--- src/rtl/shift_right_ctrl_pkg.sv ---
`default_nettype none
// ============================================================================
// Module      : shift_right_ctrl_pkg
// Description : Shared definitions for the button-driven shifter blocks.
//               Holds the controller state encoding and the default
//               parameter values. The left-shift controller uses it too.
// Revision    : 1.0 - initial release
// ============================================================================
package shift_right_ctrl_pkg;

  // Result register width; the operand is one bit narrower.
  localparam int W_DEFAULT = 4;

  // Stable clk cycles a button level must hold before it is accepted.
  localparam int DB_CYCLES_DEFAULT = 250000;

  typedef enum logic [1:0] {
    IDLE   = 2'd0,
    LOADED = 2'd1,
    EMPTY  = 2'd2
  } state_t;

endpackage
`default_nettype wire

--- src/rtl/shift_right_ctrl_if.sv ---
`default_nettype none
// ============================================================================
// Module      : shift_right_ctrl_if
// Description : Operand, button and result bundle of the right shifter.
//   portB     : operand, W-1 bits, sampled only on an accepted load
//   load_btn  : raw load pushbutton (asynchronous, bouncy)
//   step_btn  : raw step pushbutton (asynchronous, bouncy)
//   sal_sh_r  : current shifted value, W bits
//   shift_cnt : shifts applied since the last load
//   busy/done : state decodes (LOADED / EMPTY)
//   master drives operand and buttons; slave is the shifter.
// Revision    : 1.0 - initial release
// ============================================================================
interface shift_right_ctrl_if
  import shift_right_ctrl_pkg::*;
#(
  parameter int W = W_DEFAULT
);

  logic [W-2:0] portB;
  logic         load_btn;
  logic         step_btn;
  logic [W-1:0] sal_sh_r;
  logic [2:0]   shift_cnt;
  logic         busy;
  logic         done;

  modport master (
    output portB, load_btn, step_btn,
    input  sal_sh_r, shift_cnt, busy, done
  );

  modport slave (
    input  portB, load_btn, step_btn,
    output sal_sh_r, shift_cnt, busy, done
  );

endinterface
`default_nettype wire

--- src/rtl/shift_right_ctrl_btn_cond.sv ---
`default_nettype none
// ============================================================================
// Module      : btn_cond
// Description : Pushbutton conditioner: 2-flop synchronizer, debounce
//               counter, rising-edge detector. Emits a single-cycle pulse
//               per accepted press; releases and short glitches are silent.
//   clk   : system clock
//   rst   : synchronous active-high reset (clears to "released")
//   btn   : raw asynchronous button level
//   pulse : one-cycle pulse on an accepted press
// Revision    : 1.0 - initial release
// ============================================================================
module btn_cond
  import shift_right_ctrl_pkg::*;
#(
  parameter int DB_CYCLES = DB_CYCLES_DEFAULT
) (
  input  wire logic clk,
  input  wire logic rst,
  input  wire logic btn,
  output logic      pulse
);

  localparam int CW = (DB_CYCLES > 1) ? $clog2(DB_CYCLES) : 1;
  localparam logic [CW-1:0] CNT_LAST = CW'(DB_CYCLES - 1);

  logic          sync1;
  logic          sync2;
  logic          stable;
  logic          stable_d;
  logic [CW-1:0] cnt;

  always_ff @(posedge clk) begin
    if (rst) begin
      sync1    <= 1'b0;
      sync2    <= 1'b0;
      stable   <= 1'b0;
      stable_d <= 1'b0;
      cnt      <= '0;
    end else begin
      sync1    <= btn;
      sync2    <= sync1;
      stable_d <= stable;
      // cnt tracks how many consecutive samples have disagreed with the
      // accepted level; any agreeing sample restarts the run.
      if (sync2 == stable) begin
        cnt <= '0;
      end else if (cnt == CNT_LAST) begin
        stable <= sync2;
        cnt    <= '0;
      end else begin
        cnt <= cnt + 1'b1;
      end
    end
  end

  // Built only from registers, so there is no combinational path from btn.
  assign pulse = stable & ~stable_d;

endmodule
`default_nettype wire

--- src/rtl/shift_right_ctrl.sv ---
`default_nettype none
// ============================================================================
// Module      : shift_right_ctrl
// Description : Loads a (W-1)-bit operand MSB-aligned into a W-bit register
//               and shifts it right one place per debounced step press.
//   clk : system clock
//   rst : synchronous active-high reset
//   bus : shift_right_ctrl_if slave (operand, buttons, result, status)
// Revision    : 1.0 - initial release
// ============================================================================
module shift_right_ctrl
  import shift_right_ctrl_pkg::*;
#(
  parameter int DB_CYCLES = DB_CYCLES_DEFAULT,
  parameter int W         = W_DEFAULT
) (
  input  wire logic         clk,
  input  wire logic         rst,
  shift_right_ctrl_if.slave bus
);

  logic         load_p;
  logic         step_p;

  state_t       state_r;
  state_t       state_nx;
  logic [W-1:0] value_r;
  logic [W-1:0] value_nx;
  logic [2:0]   cnt_r;
  logic [2:0]   cnt_nx;

  btn_cond #(.DB_CYCLES(DB_CYCLES)) u_load_cond (
    .clk   (clk),
    .rst   (rst),
    .btn   (bus.load_btn),
    .pulse (load_p)
  );

  btn_cond #(.DB_CYCLES(DB_CYCLES)) u_step_cond (
    .clk   (clk),
    .rst   (rst),
    .btn   (bus.step_btn),
    .pulse (step_p)
  );

  always_ff @(posedge clk) begin
    if (rst) begin
      state_r <= IDLE;
      value_r <= '0;
      cnt_r   <= '0;
    end else begin
      state_r <= state_nx;
      value_r <= value_nx;
      cnt_r   <= cnt_nx;
    end
  end

  always_comb begin
    state_nx = state_r;
    value_nx = value_r;
    cnt_nx   = cnt_r;
    // Load is checked first so a coincident step is dropped.
    if (load_p) begin
      value_nx = {bus.portB, 1'b0};
      cnt_nx   = '0;
      state_nx = (bus.portB != '0) ? LOADED : EMPTY;
    end else if (step_p && (state_r == LOADED)) begin
      value_nx = value_r >> 1;
      cnt_nx   = cnt_r + 3'd1;
      state_nx = (value_nx == '0) ? EMPTY : LOADED;
    end
  end

  assign bus.sal_sh_r  = value_r;
  assign bus.shift_cnt = cnt_r;
  assign bus.busy      = (state_r == LOADED);
  assign bus.done      = (state_r == EMPTY);

endmodule
`default_nettype wire

--- src/flat_wrapper.sv ---
// flat-port wrapper written by rule: the top's interface ports become plain ports
module shift_right_ctrl_flat import shift_right_ctrl_pkg::*;
#(
  parameter int DB_CYCLES = DB_CYCLES_DEFAULT,
  parameter int W         = W_DEFAULT
)
  (clk, rst, bus_portB, bus_load_btn, bus_step_btn, bus_sal_sh_r, bus_shift_cnt, bus_busy, bus_done);
  shift_right_ctrl_if #(.W(W)) bus_i ();
  input  wire logic clk;
  input  wire logic rst;
  input wire logic [$bits(bus_i.portB)-1:0] bus_portB;
  input wire logic [$bits(bus_i.load_btn)-1:0] bus_load_btn;
  input wire logic [$bits(bus_i.step_btn)-1:0] bus_step_btn;
  output wire logic [$bits(bus_i.sal_sh_r)-1:0] bus_sal_sh_r;
  output wire logic [$bits(bus_i.shift_cnt)-1:0] bus_shift_cnt;
  output wire logic [$bits(bus_i.busy)-1:0] bus_busy;
  output wire logic [$bits(bus_i.done)-1:0] bus_done;
  assign bus_i.portB = bus_portB;
  assign bus_i.load_btn = bus_load_btn;
  assign bus_i.step_btn = bus_step_btn;
  assign bus_sal_sh_r = bus_i.sal_sh_r;
  assign bus_shift_cnt = bus_i.shift_cnt;
  assign bus_busy = bus_i.busy;
  assign bus_done = bus_i.done;
  shift_right_ctrl #(.DB_CYCLES(DB_CYCLES), .W(W)) u_core (.clk(clk), .rst(rst), .bus(bus_i));
endmodule
--- config.mk ---
export PLATFORM = sky130hd
export DESIGN_NAME = shift_right_ctrl_flat
export DESIGN_NICKNAME = d
export VERILOG_FILES = /design/src/rtl/shift_right_ctrl_pkg.sv /design/src/rtl/shift_right_ctrl_if.sv /design/src/rtl/shift_right_ctrl_btn_cond.sv /design/src/rtl/shift_right_ctrl.sv /design/src/flat_wrapper.sv
export SDC_FILE = /design/constraint.sdc
export NUM_CORES = 1
export LEC_CHECK = 0
export CORE_AREA = 2 2 65 67
export CTS_CLUSTER_SIZE = 20
export DETAILED_ROUTE_END_ITERATION = 7
export DIE_AREA = 0 0 67 69
export PLACE_DENSITY = 0.8
export SETUP_SLACK_MARGIN = 0.3
export SLEW_MARGIN = 10
export SYNTH_ARGS = -nofsm -noshare
export SYNTH_HDL_FRONTEND = slang
export SYNTH_SLANG_ARGS = --single-unit
--- constraint.sdc ---
create_clock -name clk -period 4.4 [get_ports clk]
set_clock_uncertainty 0.05 [all_clocks]
set_input_delay 1.1 -clock clk [delete_from_list [all_inputs] [get_ports clk]]
set_output_delay 1.1 -clock clk [all_outputs]
set_load 0.005 [all_outputs]
# After elaboration in Yosys (flattened, before gate mapping)

Index checks and enable logic that the tools add are counted.

Input port bits: 7
Register bits: 53
Output and inout bits: 9
Word-level logic and storage cells: 44

Reductions and logical operators: 9
Multiplexer cells: 6
$add $sub $neg: 3
Bitwise gates (word level): 6
Equal/unequal tests: 6

Operator list:

| operator              | number |
|---|---|
| $add 18x1->18 const B | 2 |
| $eq 18x18->1 const B  | 2 |
| $mux 2                | 4 |
| $mux 4                | 2 |
| $reduce_or 3->1       | 2 |
| $logic_not 4->1       | 1 |
| $not 1->1             | 4 |
| $reduce_and 2->1      | 2 |
| $add 3x1->3 const B   | 1 |
| $reduce_bool 3->1     | 1 |
| $and 1x1->1           | 2 |
| $eq 1x1->1            | 2 |
| $eq 2x1->1 const B    | 1 |
| $eq 2x2->1 const B    | 1 |
| $reduce_bool 2->1     | 1 |
| $reduce_or 2->1       | 1 |
| $logic_and 1x1->1     | 1 |

# Logic depth before layout (Yosys ltp)

Depth in word-level cells: 5
Mapped depth: 6
Depth with buffers taken out: 5

# By module

Synthesis repeated with hierarchy kept, for this count alone.

Cells, all modules: 251
Area total of the unflattened synthesis: 2396.0 um^2

By module, submodules not included:

| module           | seq. area each (um^2) | cells each | area an instance (um^2) | times used |
|---|---|---|---|---|
| btn_cond         | 440.4                 | 104        | 969.7                   | 2 |
| shift_right_ctrl | 180.2                 | 43         | 456.7                   | 1 |

# Least setup slack after synthesis

No wires, ideal clock.

Kind: input to register
Start point: input port rst
End point: register u_core.u_load_cond.cnt[10]
Buffers on the path: 2
Required time: 4233 ps
Arrival time: 1882 ps
Path slack: 2350 ps
Cell stages on the path: 5
Library setup time: 117 ps
Cell sequence: clkbuf_1 > nor2_1 > o41ai_4 > buf_2 > nor2_1

Longest elaborated chain between the ends: 1

RTL lines:

| what                      | RTL line                        | source |
|---|---|---|
| start: declaration        | flat_wrapper.sv:10              | `input wire logic rst;` |
| $reduce_or 3->1 (no line) | --                              |  |
| end signal: assignment    | shift_right_ctrl_btn_cond.sv:52 | `cnt <= cnt + 1'b1;` |
| end: declaration          | shift_right_ctrl_btn_cond.sv:31 | `logic [CW-1:0] cnt;` |

No other way between the ends.
A chain may end at the register's enable or synchronous reset.

# Worst setup path in the final report

Start point: register u_core.state_r[0]
End point: output port bus_busy

Longest elaborated chain between the ends: 1

RTL lines:

| what                     | RTL line               | source |
|---|---|---|
| start: declaration       | shift_right_ctrl.sv:25 | `state_t state_r;` |
| start signal: assignment | shift_right_ctrl.sv:52 | `state_r <= state_nx;` |
| $eq 2x1->1               | shift_right_ctrl.sv:76 | `assign bus.busy = (state_r == LOADED);` |
| end: declaration         | flat_wrapper.sv:16     | `output wire logic [$bits(bus_i.busy)-1:0] bus_busy;` |

No other way between the ends.

==> results.tsv <==
stage	metric	value	unit
run	maxCapViolations	0	
power_and_ir_drop	clock_power_share	0.351	
clocking	clk_latency	0.30	ns
critical_path	end_kind	output port	
yosys	synth.cell_area	0.00232	sq mm
route	drt_iter0_markers	166	
floorplanning	die_y	69	um
sta	max-slew-margin-rel	0.362	
power_and_ir_drop	combinationalPowerShare	0.020	
power_and_ir_drop	leakage	0.000766	uW
yosys	ys.flop_type	dfxtp_1	
yosys	synthCells	253	
yosys	synthArstFlopShare	0	
clocking	clkSinkCount	53	
floorplanning	rows	23	
cells_and_area	final_util	0.661	
route	remaining_drc_errors	0	
yosys	ys_ff_latch	53	
sta	hold_viol_final	0	
critical_path	critical_path.max_fanout	4	
yosys	synthTopCellsByCount	dfxtp_1 (53), nor2_1 (36), nand3_1 (16), xnor2_1 (16), xor2_1 (14)	
min_path	hold_class	reg2reg	
floorplanning	die_area	0.00462	sq mm
cells_and_area	fin_cells	316	
sta	setup_tns	0	ns
sta	period_needed	2.48	ns
clocking	root_buffer	clkbuf_8	
power_and_ir_drop	p_per_area	296	mW/mm^2
cells_and_area	drive_gt1_frac	0.0564	
cells_and_area	diodes	0	
yosys	syn_avg_cell_area	9.17	sq um
power_and_ir_drop	vdd_ir_drop_max	0.152	mV
clocking	cts_tree	built	
yosys	yosys_warnings	0	
clocking	cts_made_buffers	5	
power_and_ir_drop	p_sw_frac	0.199	
cells_and_area	fillCellCount	328	
sta	tightest_slew	0.954	ns
global_routing	grt_pass1_vias	1703	
critical_path	cp.buffers_inverters	1	
clocking	htree_levels	2	
sta	fin_crit_sh	0.563	
global_routing	grt_max_degree	20	
critical_path	worst_setup_path_start_kind	flop	
floorplanning	start_util	0.593	
route	wl	4120	um
placed_design	placed_area	0.00250	sq mm
power_and_ir_drop	internal_power	614	uW
floorplanning	die_w	67	um
clocking	cts_buffer_depth	2	
route	vias	1768	
critical_path	crit_type	reg2out	
global_routing	overflow	0	
clocking	clkTransAtPathRegs	0.09	ns
sta	finalSetupViolations	0	
placed_design	post-dp-hpwl	2930	um
placed_design	port_buffers	15	
yosys	ys_seq_area_frac	0.457	
sta	rsz0062_at_grt	no	
floorplanning	io_pins	16	
clocking	cts-resized-gates	0	
yosys	synth_cell_types	38	
floorplanning	coreArea	0.00391	sq mm
critical_path	cp_top_family	buffers and inverters	
critical_path	crit_chain	nor2b_1 > clkdlybuf4s50_1	
placed_design	placed_cells	309	
cells_and_area	final_area	0.00259	sq mm
status	status	complete, no violations	
yosys	synth_most_common_cell	dfxtp_1	
global_routing	grt_pass1_wl	7500	um
route	drt_pass1_iterations	4	
cells_and_area	syn_to_final_growth	11.5	%
yosys	synth_area_leaders	dfxtp_1 (46%), xnor2_1 (6.0%), nor2_1 (5.8%)	
route	antenna_left	0	
clocking	cts_hold_buf	0	
critical_path	critPathMaxStageDelay	0.51	ns
cells_and_area	nNetsFinal	276	
critical_path	cp_data_arrival_time	1.33	ns
critical_path	cp.required	3.25	ns
critical_path	critical_path.slowest_cell	clkdlybuf4s50_1	
global_routing	antenna_found_initial	0	
power_and_ir_drop	p_seq_frac	0.629	
route	wl_per_cell	13.0	um
yosys	syn-num-nets	263	
power_and_ir_drop	p_sw	153	uW
placed_design	gp_congestion	0.791	
yosys	synth_top_cell_by_area	dfxtp_1	
yosys	synth-edff-count	0	
global_routing	grt_use_total	0.203	
clocking	post-cts-setup-buffer-count	0	
route	viasPerCell	5.59	
sta	drv_slew	0	
sta	fmax	404	MHz
yosys	netlist.area_leader.share	0.457	
## registers in the layout (all words and copies together), names as in the netlist
name                         cells
u_core.bus.shift_cnt             3
u_core.u_load_cond.sync1         1
u_core.u_step_cond.cnt          18
u_core.state_r                   2
u_core.u_step_cond.stable_d      1
u_core.u_load_cond.cnt          18
u_core.u_load_cond.stable_d      1
u_core.u_load_cond.stable        1
u_core.u_load_cond.sync2         1
u_core.u_step_cond.sync1         1
u_core.u_step_cond.sync2         1
u_core.u_step_cond.stable        1
u_core.bus.sal_sh_r              4
## routing by layer
metal,GRT usage,wire [um]
met3,0.0473,123
met2,0.329,2010
met5,0,0
met4,0.0680,51
met1,0.262,1930
## through the flow
step,power (uW),hold WS [ns],setup WS (ns)
6_report,767,0.396,1.92
5_1_grt,800,0.426,1.84
4_1_cts,776,0.404,1.90
3_5_place_dp,509,0.386,1.70
3_3_place_gp,509,0.370,1.73
2_1_floorplan,502,0.364,2.35
## power groups by stage
stage,Sequential (uW),Clock (uW),Combinational [uW]
floorplan,494,0,8.57
global placement,494,0,14.9
detailed placement,494,0,15.4
CTS,483,278,15.5
global route,483,300,16.9
finish,482,269,15.2
## cell type report
| cell class | count | area [sq um] | area share |
|---|---|---|---|
| Clock buffer | 7 | 86.3 | 0.0334 |
| Inverter | 3 | 11.3 | 0.00435 |
| Multi-Input combinational cell | 187 | 1210 | 0.467 |
| Sequential cell | 53 | 1060 | 0.410 |
| Tap cell | 50 | 62.6 | 0.0242 |
| Timing Repair Buffer | 16 | 158 | 0.0610 |
## worst paths after layout
kind | slack, ns | end | startpoint | cells past startpoint
setup / recovery | 1.92 | bus_busy | u_core.state_r[0] | 2
hold / removal | 0.40 | u_core.u_load_cond.sync2 | u_core.u_load_cond.sync1 | 1
setup reg to reg | 2.23 | u_core.u_load_cond.cnt[16] | u_core.u_load_cond.cnt[0] | 4
hold reg to reg | 0.40 | u_core.u_load_cond.sync2 | u_core.u_load_cond.sync1 | 1
## placed cells by master (no fill, tap or decap), types with 11 or more instances in the layout
cell / n
nand2_1: 11
nor3_1: 11
xor2_1: 14
xnor2_1: 16
dfxtp_1: 53
nand3_1: 16
clkdlybuf4s50_1: 15
nand4_1: 11
nor2b_1: 11
nor2_1: 36
## cell families after synthesis
group,count (synthesis),synth area share
AO/OA/AOI/OAI,20,0.0658
buffers and inverters,13,0.0248
adder cells (fa/ha/maj),3,0.0162
AND/OR/NAND/NOR,128,0.296
multiplexers,6,0.0270
XOR/XNOR,30,0.113
flip-flops,53,0.457
(Power assumes the default switching activity.)
